## config.mk

```make
export PLATFORM = sky130hd
export DESIGN_NAME = if_stage
export DESIGN_NICKNAME = d
export VERILOG_FILES = /design/src/rtl/cpu_pkg.sv /design/src/rtl/if_pc_reg.sv /design/src/rtl/if_stage.sv
export SDC_FILE = /design/constraint.sdc
export NUM_CORES = 1
export LEC_CHECK = 0
export BUFFER_PORTS_ARGS = -buffer_cell sky130_fd_sc_hd__buf_4
export CORE_MARGIN = 8
export CORE_UTILIZATION = 30
export DETAILED_ROUTE_END_ITERATION = 8
export PLACE_DENSITY_LB_ADDON = 0.15
export SETUP_SLACK_MARGIN = 0.5
export SLEW_MARGIN = 20
export SYNTH_ARGS = -nofsm -noshare
export SYNTH_HDL_FRONTEND = slang
export SYNTH_SLANG_ARGS = --single-unit
```

## constraint.sdc

```tcl
create_clock -name clk -period 13.4 [get_ports clk]
set_input_delay 0 -clock clk [delete_from_list [all_inputs] [get_ports clk]]
set_output_delay 0 -clock clk [all_outputs]
set_load 0.005 [all_outputs]
```

## src/rtl/cpu_pkg.sv

```systemverilog
// Shared CPCPU4 definitions: word width, opcode/jump field positions and predecode helpers.
package cpu_pkg;

    localparam int WORD_W  = 32;
    localparam int OPC_MSB = 31;
    localparam int OPC_LSB = 26;
    localparam int JMP_MSB = 25;
    localparam int JMP_LSB = 0;

    localparam logic [OPC_MSB-OPC_LSB:0] OP_JUMP = 6'h12;
    localparam logic [WORD_W-1:0]        NOP     = 32'h0;

    function automatic logic is_jump_op(input logic [WORD_W-1:0] inst);
        return inst[OPC_MSB:OPC_LSB] == OP_JUMP;
    endfunction

    // Jumps stay inside the current 64M-word region selected by the PC's top bits.
    function automatic logic [WORD_W-1:0] jump_target(input logic [WORD_W-1:0] pc,
                                                      input logic [WORD_W-1:0] inst);
        return {pc[WORD_W-1:JMP_MSB+1], inst[JMP_MSB:JMP_LSB]};
    endfunction

endpackage

```

## src/rtl/if_pc_reg.sv

```systemverilog
// Fetch PC register: redirect beats stall, stall beats jump/sequential advance.
module if_pc_reg
    import cpu_pkg::*;
#(
    parameter logic [WORD_W-1:0] RESET_PC = 32'h0
) (
    input  logic              clk,
    input  logic              rst,
    input  logic              stall,
    input  logic              redirect_valid,
    input  logic [WORD_W-1:0] redirect_pc,
    input  logic              is_jump,
    input  logic [WORD_W-1:0] jump_target,
    output logic [WORD_W-1:0] pc
);

    logic [WORD_W-1:0] r_pc;
    logic [WORD_W-1:0] w_pc_next;

    always_comb begin
        w_pc_next = r_pc;
        if (redirect_valid)
            w_pc_next = redirect_pc;
        else if (!stall)
            w_pc_next = is_jump ? jump_target : r_pc + 32'd1;
    end

    always_ff @(posedge clk or posedge rst) begin
        if (rst)
            r_pc <= RESET_PC;
        else
            r_pc <= w_pc_next;
    end

    assign pc = r_pc;

endmodule

```

## src/rtl/if_stage.sv

```systemverilog
// CPCPU4 instruction-fetch stage: drives ROM address, resolves jumps in IF, fills the IF/ID register.
module if_stage
    import cpu_pkg::*;
#(
    parameter int                ADDR_W   = 6,
    parameter logic [WORD_W-1:0] RESET_PC = 32'h0
) (
    input  logic              clk,
    input  logic              rst,
    output logic [ADDR_W-1:0] rom_addr,
    input  logic [WORD_W-1:0] rom_inst,
    input  logic              stall,
    input  logic              redirect_valid,
    input  logic [WORD_W-1:0] redirect_pc,
    output logic [WORD_W-1:0] pc,
    output logic [WORD_W-1:0] if_id_inst,
    output logic [WORD_W-1:0] if_id_pc,
    output logic [WORD_W-1:0] if_id_pc_plus1,
    output logic              if_id_valid,
    output logic              if_id_jumped,
    output logic [WORD_W-1:0] fetch_count
);

    logic [WORD_W-1:0] w_pc;
    logic              w_is_jump;
    logic [WORD_W-1:0] w_jump_target;
    logic              w_advance;

    logic [WORD_W-1:0] r_inst;
    logic [WORD_W-1:0] r_pc;
    logic [WORD_W-1:0] r_pc_plus1;
    logic              r_valid;
    logic              r_jumped;
    logic [WORD_W-1:0] r_fetch_count;

    assign w_is_jump     = is_jump_op(rom_inst);
    assign w_jump_target = jump_target(w_pc, rom_inst);
    assign w_advance     = !redirect_valid && !stall;

    if_pc_reg #(
        .RESET_PC(RESET_PC)
    ) u_pc_reg (
        .clk           (clk),
        .rst           (rst),
        .stall         (stall),
        .redirect_valid(redirect_valid),
        .redirect_pc   (redirect_pc),
        .is_jump       (w_is_jump),
        .jump_target   (w_jump_target),
        .pc            (w_pc)
    );

    // A redirect bubbles the slot but keeps the pc fields of the last real fetch.
    always_ff @(posedge clk or posedge rst) begin
        if (rst) begin
            r_inst     <= NOP;
            r_pc       <= '0;
            r_pc_plus1 <= '0;
            r_valid    <= 1'b0;
            r_jumped   <= 1'b0;
        end else if (redirect_valid) begin
            r_inst   <= NOP;
            r_valid  <= 1'b0;
            r_jumped <= 1'b0;
        end else if (!stall) begin
            r_inst     <= rom_inst;
            r_pc       <= w_pc;
            r_pc_plus1 <= w_pc + 32'd1;
            r_valid    <= 1'b1;
            r_jumped   <= w_is_jump;
        end
    end

    always_ff @(posedge clk or posedge rst) begin
        if (rst)
            r_fetch_count <= '0;
        else if (w_advance && (r_fetch_count != '1))
            r_fetch_count <= r_fetch_count + 32'd1;
    end

    assign rom_addr       = w_pc[ADDR_W-1:0];
    assign pc             = w_pc;
    assign if_id_inst     = r_inst;
    assign if_id_pc       = r_pc;
    assign if_id_pc_plus1 = r_pc_plus1;
    assign if_id_valid    = r_valid;
    assign if_id_jumped   = r_jumped;
    assign fetch_count    = r_fetch_count;

endmodule
```

* Yosys cells after proc, flatten, opt, wreduce, memory -nomap -nowiden
Index checks and enable logic that the tools add are counted.
Widths: inputs -> output; s select.
** Storage, ports and cells
- Latch bits :: 0
- Bits in writable memories :: 0
- ROM bits :: 0
- Output and inout bits :: 168
- Bits of input ports :: 68
- Register bits after elaboration :: 162
- Logic and storage cells :: 31
- Memories :: 0
** Cells by class
- Add/sub/neg operators :: 2
- Shift-type cells :: 0
- Bitwise operators :: 2
- $mul :: 0
- Magnitude comparators :: 0
- Equality and inequality tests :: 4
- Reduce and logical (&&, ||, !) cells :: 6
- Multiplexer cells :: 9
- Divide/modulo/power cells :: 0
** Operators by type and width (count)
- $mux 32 :: 5
- $add 32x1->32 const B :: 2
- $ne 32x32->1 const B :: 1
- $eq 6x5->1 const B :: 1
- $mux 1 :: 4
- $reduce_and 2->1 :: 2
- $logic_and 1x1->1 :: 2
- $logic_not 1->1 :: 2
- $ne 2x1->1 const B :: 1
- $ne 2x2->1 const B :: 1
- $not 1->1 :: 2

* Longest topological paths before layout
Gate-level depths: netlist of the first run.
- Depth in word-level cells :: 4
- Gate-level depth with buffers :: 7
- Mapped depth without buffers :: 6

* Cells and area by module
A second synthesis of the first run with hierarchy kept.
** Second synthesis, totals
- Cells, all modules :: 896
- Area, all modules :: 8383.0 µm²
** By module, submodules not included
- if_stage :: sequential area each 3253.1 µm², instances 1, area an instance 5906.9 µm², cells each 585
- if_pc_reg :: sequential area each 800.8 µm², instances 1, area an instance 2476.1 µm², cells each 311

* Worst setup path after synthesis of the first run
No wires, ideal clock.
- Kind :: register to register
- Start point :: register u_pc_reg.r_pc[0], in the netlist u_pc_reg.pc[0]
- End point :: register u_pc_reg.r_pc[18], in the netlist u_pc_reg.pc[18]
- Clock period less this slack :: 2.043 ns
- Cell stages (with the launch flop) :: 7
- Buffers on the path :: 0
- Library setup time :: 0.125 ns
- Data arrival time :: 1.918 ns
- Required time :: 13.275 ns
- Setup slack :: 11.357 ns
- Path through :: dfrtp_1 > ha_1 > nand3_1 > nor4_4 > mux2_2 > o221ai_1 > nand2_1
** Between the ends
- Word-level cells in the longest chain between the ends :: 4
** RTL lines
- start: declaration :: line if_pc_reg.sv:17 : logic [WORD_W-1:0] r_pc;
- start signal: assignment :: line if_pc_reg.sv:32 : r_pc <= w_pc_next;
- $add 32x1->32 :: line if_pc_reg.sv:25 : w_pc_next = is_jump ? jump_target : r_pc + 32'd1;
- $mux 32 :: line if_pc_reg.sv:25
- $mux 32 :: line if_pc_reg.sv:24 : else if (!stall)
- $mux 32 :: line if_pc_reg.sv:22 : if (redirect_valid)
Every way passes these cells. The select of a mux whose other input is x is not followed.
A chain may end at the register's enable or synchronous reset.

* Worst setup path in the final report of the first run
- Start point :: input stall
- End point :: register r_fetch_count[1], in the netlist fetch_count[1]
** Between the ends
- Word-level cells in the longest chain between the ends :: 3
** RTL lines
- start: declaration :: line if_stage.sv:12 : input logic stall,
- $logic_not 1->1
- $logic_and 1x1->1 :: line if_stage.sv:38 : assign w_advance = !redirect_valid && !stall;
- $logic_and 1x1->1 :: line if_stage.sv:77 : else if (w_advance && (r_fetch_count != '1))
- end signal: assignment :: line if_stage.sv:78 : r_fetch_count <= r_fetch_count + 32'd1;
- end: declaration :: line if_stage.sv:34 : logic [WORD_W-1:0] r_fetch_count;
Every way passes these cells.

==> results.yml, run 1 <==
timing:
  fmax_mhz: 377
  finalSetupTns_ps: 0
  clock_skew_ps: 16.1
  relSlewSlack_pct: 30.8
  tightest_slew_ps: 1040
  min_period_ps: 2660
  setup_viol: 0
  final.period_utilization_pct: 19.8
  rsz0062_at_grt: "no"
  drv_slew: 0
  hold_viol_final: 0
  setup_slack_ps: 10750
place:
  place_area_mm2: 0.00962
  gp_congestion: 0.789
  pre_cts_slack_ps: 10730
  dp_hpwl_mm: 18.4
  port_buffers: 235
yosys:
  synthCells: 800
  syn_area_per_cell_um2: 9.56
  synthSimpleGateAreaFrac_pct: 22.2
  netlist_area_mm2: 0.00765
  synth.largest_area_cell: "dfrtp_1"
  yosys.area.top_type_share_pct: 53.0
  synthDistinctLibCells: 45
  synth-compound-area-share_pct: 9.59
  ys_ff_latch: 162
  synth-seq-area-share_pct: 53.0
  synth_mux_area_share_pct: 4.34
  synth_top_family_by_area: "simple AND/OR/NAND/NOR gates"
  synth-xor-area-share_pct: 6.64
  synth-adder-area-share_pct: 0.327
  ys_top_cells_by_area: "dfrtp_1 (53%), nand2_1 (9.2%), xor2_1 (3.6%)"
  synth_nets: 870
  ys_warn_count: 0
critical_path:
  path_common_cell: "buf_4"
  slowest_stage: "or2_4"
  cp-end-kind: "register"
  cp_max_fo: 98
  cp.required_ps: 13710
  worst-r2r-setup-slack_ps: 10820
  arrival_ps: 2970
  critical_path_buf_inv_count: 3
  crit_path_max_incr_delay_ps: 860
  critPathTopFamily: "buffers and inverters"
  cp-start-kind: "primary input"
  criticalPathCategory: "primary input to register"
  path_cells: "dlygate4sd3_1 > buf_4 > buf_4 > or2_4 > a31oi_1 > mux2_2"
grt:
  grt_pass1_vias: 6934
  grt_pass1_wl_mm: 41.0
  antenna_found_initial: 1
  grt_use_total_pct: 16.9
  grt_max_degree: 99
  grt_remaining_overflow: 0
cells_and_area:
  multi_input_area_mm2: 0.00331
  final_common_cell: "buf_4"
  fin_nets: 1129
  post-route-util_pct: 42.9
  final_cell_mix: "buf_4 (239), nand2_1 (188), dfrtp_1 (162)"
  stdcell_area_mm2: 0.0108
  syn2layout_area_growth_pct: 40.8
  n_antenna_cell: 0
  regArea_mm2: 0.00405
  fillerInstances: 2530
  final_layout_size_suffix_gt1_share_pct: 27.0
routing:
  postRouteAntennaNets: 0
  wl_mm: 26.2
  drt-pass1-iter-count: 4
  drtIter0Drc: 528
  remaining_drc_errors: 0
  wire_per_inst_um: 18.7
  num_vias: 6741
  vias_per_cell: 4.81
run:
  max-cap-violations: 0
clock_tree:
  clkTransAtPathRegs_ps: 70
  cts_tree: "built"
  post_cts_resized: 0
  clk_latency_ps: 430
  numCtsBuffers: 17
  cts_htree_levels: 4
  ctsLongestPathBuffers: 2
  cts_root_buffer: "clkbuf_16"
  cts.sinks: 162
pwr:
  p_comb_share_pct: 18.7
  powerDensity_mw_per_mm2: 123
  p_seq_share_pct: 45.5
  cellLeakagePower_uw: 0.00513
  ir_worst_vdd_uv: 58.0
  clkPwrFrac_pct: 35.8
  p_switching_uw: 389
  p_int_uw: 934
  swShare_pct: 29.4
floorplanning:
  ioPinCount: 236
  rows: 58
  die_w_um: 176
  initial_utilization_pct: 30.5
  die_height_um: 176
  core_mm2: 0.0251
  die_area_mm2: 0.0309
worst_hold_path:
  hold_path_class: "primary input to register"
status:
  outcome: "complete, no violations"
## cell families after synthesis
logic type,count (synthesis)
simple gates,358
flops,162
compound gates,120
buf+inv,68
xor+xnor,58
mux,32
fa+ha+maj,2
## per-layer routing
layer / up-vias / global-route usage (%) / routed length, um / share of wire, %
met5: - / 0 / 13 / 0.050
met4: 2 / 4.84 / 480 / 1.8
met3: 26 / 5.11 / 1740 / 6.7
met2: 207 / 26.0 / 12100 / 46
met1: 3257 / 22.7 / 11900 / 45
li1: 3249 / - / - / -
## area by class of cell
type,instances,share of cell area [%]
clock inverter,13,1.20
inverter,9,0.360
clock buffer,18,3.99
tap,330,3.83
multi-input combinational,570,30.7
sequential,162,37.6
timing repair buffer,299,22.3
## registers in the layout, summed over array words and instances, names as in the netlist
| name | cells |
|---|---|
| u_pc_reg.pc | 32 |
| if_id_pc | 32 |
| fetch_count | 32 |
| if_id_inst | 32 |
| if_id_jumped | 1 |
| if_id_pc_plus1 | 32 |
| if_id_valid | 1 |
## stage by stage
| stage | cells | power [uW] | hold slack [ps] |
|---|---|---|---|
| 3_5_place_dp | 1311 | 848 | 207 |
| 5_1_grt | 1401 | 1390 | 41.2 |
| 4_1_cts | 1401 | 1340 | 10.7 |
| 3_3_place_gp | 1311 | 845 | 210 |
| 2_1_floorplan | 800 | 698 | 118 |
| 6_report | 1401 | 1320 | 5.61 |
## timing repair
item / CTS / global route
endpoints found under the hold margin: 141 / 0
buffers inserted: 0 / 0
hold buffers: 59 / 0
## Yosys cell counts, drive strengths merged
cell / count
and2: 1
xnor2: 27
clkbuf: 35
nor2b: 18
mux2: 9
ha: 2
xor2: 31
nand3: 25
o221ai: 16
nor4b: 1
or3: 5
a221oi: 1
a221o: 2
nand4b: 1
inv: 9
nand4: 25
nor2: 48
nand2: 188
o21ai: 49
nor4: 4
mux2i: 23
o31ai: 1
a211oi: 2
and3b: 1
or2: 2
nor3b: 3
nor3: 14
a31oi: 3
and4: 7
nor4bb: 1
o22ai: 4
dfrtp: 162
nand3b: 1
and3: 13
buf: 24
a21oi: 25
a22oi: 13
o21a: 4
## path summary, 6_finish.rpt
check,start,end,cells past startpoint
worst max-delay path,stall,fetch_count[1]$_DFFE_PP0P_,6
worst min-delay path,rom_inst[23],if_id_inst[23]$_DFFE_PP0P_,4
worst max register to register,u_pc_reg.pc[0]$_DFFE_PP0P_,u_pc_reg.pc[28]$_DFFE_PP0P_,6
worst min register to register,if_id_pc[18]$_DFFE_PP0P_,if_id_pc[18]$_DFFE_PP0P_,2
max in group asynchronous,rst,fetch_count[4]$_DFFE_PP0P_,4
min in group asynchronous,rst,if_id_pc[7]$_DFFE_PP0P_,3
## power groups by stage
| stage | logic [uW] | registers, uW | clock network, uW |
|---|---|---|---|
| floorplan | 103 | 596 | 0 |
| global placement | 235 | 610 | 0 |
| detailed placement | 237 | 611 | 0 |
| CTS | 253 | 602 | 487 |
| global route | 276 | 610 | 506 |
| finish | 247 | 601 | 474 |
## worst register-to-register path: stages, from the launching register on
cell and delay, ps:
dfrtp_1 490, ha_1 340, nand3_1 180, nor4_4 750, nand4_1 280, or3_1 400
nand3_1 80
No activity file was read; power rests on OpenSTA's default activity.
==> run 2, diff against run 1 <==
- clock period: 13.4 -> 2.7 ns (I/O delays scaled with it)
==> run 2 against run 1 <==
Via count rose by 0.42%. Largest power group unchanged. Clock skew fell by 5.5 ps. Die area did not move. Routed wire length rose by 1.8%. Total power rose to 5.1 times the previous value. Cell count rose by 0.79%. Clock-buffer cell count fell by 1. Hold slack improved by 15 ps. Highest routed layer is now met4. Register-to-register slack got worse by 10000 ps. Critical endpoint is now fetch_count[30]$_DFFE_PP0P_. Utilization rose by 0.62 points. Design area rose by 1.5%. Sequential share of layout area fell by 0.53 points.
==> results.yml, run 2 (synthesized netlist as in run 1, its figures left out) <==
status:
  outcome: "complete, no violations"
cells_and_area:
  regArea_mm2: 0.00406
  post-route-util_pct: 43.5
  final_layout_size_suffix_gt1_share_pct: 28.8
  instances_no_fill: 1412
  syn2layout_area_growth_pct: 42.8
  multi_input_area_mm2: 0.00334
  fin_nets: 1138
  stdcell_area_mm2: 0.0109
  final_cell_mix: "buf_4 (250), nand2_1 (188), dfrtp_1 (161)"
  fillerInstances: 2499
  final_common_cell: "buf_4"
place:
  port_buffers: 235
  dp_hpwl_mm: 19.1
  gp_congestion: 0.782
  dp.cells: 1321
  place_area_mm2: 0.00973
clock_tree:
  cts_htree_levels: 4
  numCtsBuffers: 17
  cts_root_buffer: "clkbuf_16"
  cts.sinks: 162
  ctsLongestPathBuffers: 2
  cts_tree: "built"
  clk_latency_ps: 430
  clkTransAtPathRegs_ps: 80
critical_path:
  cp_max_fo: 8
  cp-end-kind: "register"
  cp.required_ps: 3010
  worst-r2r-setup-slack_ps: 620
  criticalPathCategory: "register to register"
  cp-start-kind: "register"
  arrival_ps: 2390
floorplanning:
  die_area_mm2: 0.0309
  core_mm2: 0.0251
  ioPinCount: 236
  initial_utilization_pct: 30.5
  die_w_um: 176
  die_height_um: 176
  rows: 58
routing:
  wire_per_inst_um: 18.9
  wl_mm: 26.6
  remaining_drc_errors: 0
  num_vias: 6769
  drtIter0Drc: 382
  postRouteAntennaNets: 0
  drt-pass1-iter-count: 5
  vias_per_cell: 4.79
timing:
  clock_skew_ps: 10.6
  finalSetupTns_ps: 0
  drv_slew: 0
  tightest_slew_ps: 667
  final.period_utilization_pct: 77.0
  relSlewSlack_pct: 55.3
  hold_viol_final: 0
  min_period_ps: 2080
  setup_viol: 0
  fmax_mhz: 481
  rsz0062_at_grt: "yes"
  whs_ps: 20.7
grt:
  grt_remaining_overflow: 0
  grt_max_degree: 67
  grt_pass1_wl_mm: 41.3
  grt_use_total_pct: 17.1
  antenna_found_initial: 1
  grt_pass1_vias: 6900
pwr:
  clkPwrFrac_pct: 37.1
  p_switching_uw: 2010
  swShare_pct: 30.0
  cellLeakagePower_uw: 0.00524
  p_seq_share_pct: 44.3
  p_int_uw: 4680
  ir_worst_vdd_uv: 298
  powerDensity_mw_per_mm2: 613
  p_comb_share_pct: 18.7
worst_hold_path:
  hold_path_class: "primary input to register"
run:
  max-cap-violations: 0
==> run 2: timing repair <==
action / CTS / global route
resized for setup: 1 / 7
endpoints found under the setup margin: 5 / 14
hold buffers: 55 / 0
endpoints found under the hold margin: 216 / 0
pin swaps: 1 / 0
setup buffers: 3 / 0
==> run 2: power groups by stage <==
stage               Clock, uW  Combinational, uW  Sequential, uW
floorplan                   0                510            2960
CTS                      2550               1280            2970
global route             2670               1380            3010
finish                   2480               1250            2960
detailed placement          0               1210            3010
global placement            0               1200            3000
==> run 2: worst paths after layout <==
check,cells past startpoint,start,endpoint
max in group asynchronous,4,rst,if_id_inst[31]$_DFFE_PP0P_
min in group asynchronous,3,rst,if_id_pc[1]$_DFFE_PP0P_
hold / removal,4,rom_inst[12],if_id_inst[12]$_DFFE_PP0P_
hold reg to reg,2,if_id_pc[5]$_DFFE_PP0P_,if_id_pc[5]$_DFFE_PP0P_
setup reg to reg,5,fetch_count[11]$_DFFE_PP0P_,fetch_count[30]$_DFFE_PP0P_
setup / recovery,5,fetch_count[11]$_DFFE_PP0P_,fetch_count[30]$_DFFE_PP0P_
==> run 2: critical path, stage by stage (launching register included) <==
cell and delay [ps]:
dfrtp_1 430, and4_1 310, and4_2 350, nand4_1 190, nor4_1 280, mux2_2 380
==> run 2: routing by layer <==
metal / vias to the layer above / wire [um] / track usage [%]
li1: 3287 / - / -
met3: 22 / 1790 / 5.37
met4: 0 / 378 / 4.80
met5: - / 0 / 0
met1: 3285 / 12400 / 23.1
met2: 175 / 12100 / 26.0
==> run 2: through the flow <==
stage	setup slack, ps	total power [uW]
CTS	563	6790
global route	483	7060
global placement	455	4200
floorplan	643	3470
finish	620	6690
detailed placement	425	4220
==> run 2: area by class of cell <==
class                           instances  area share, %
Sequential cell                       162           37.1
Multi-Input combinational cell        570           30.6
Timing Repair Buffer                  308           22.8
Clock buffer                           17           3.89
Tap cell                              330           3.78
Clock inverter                         15           1.50
Inverter                                9          0.344
Antenna cell                            1         0.0229
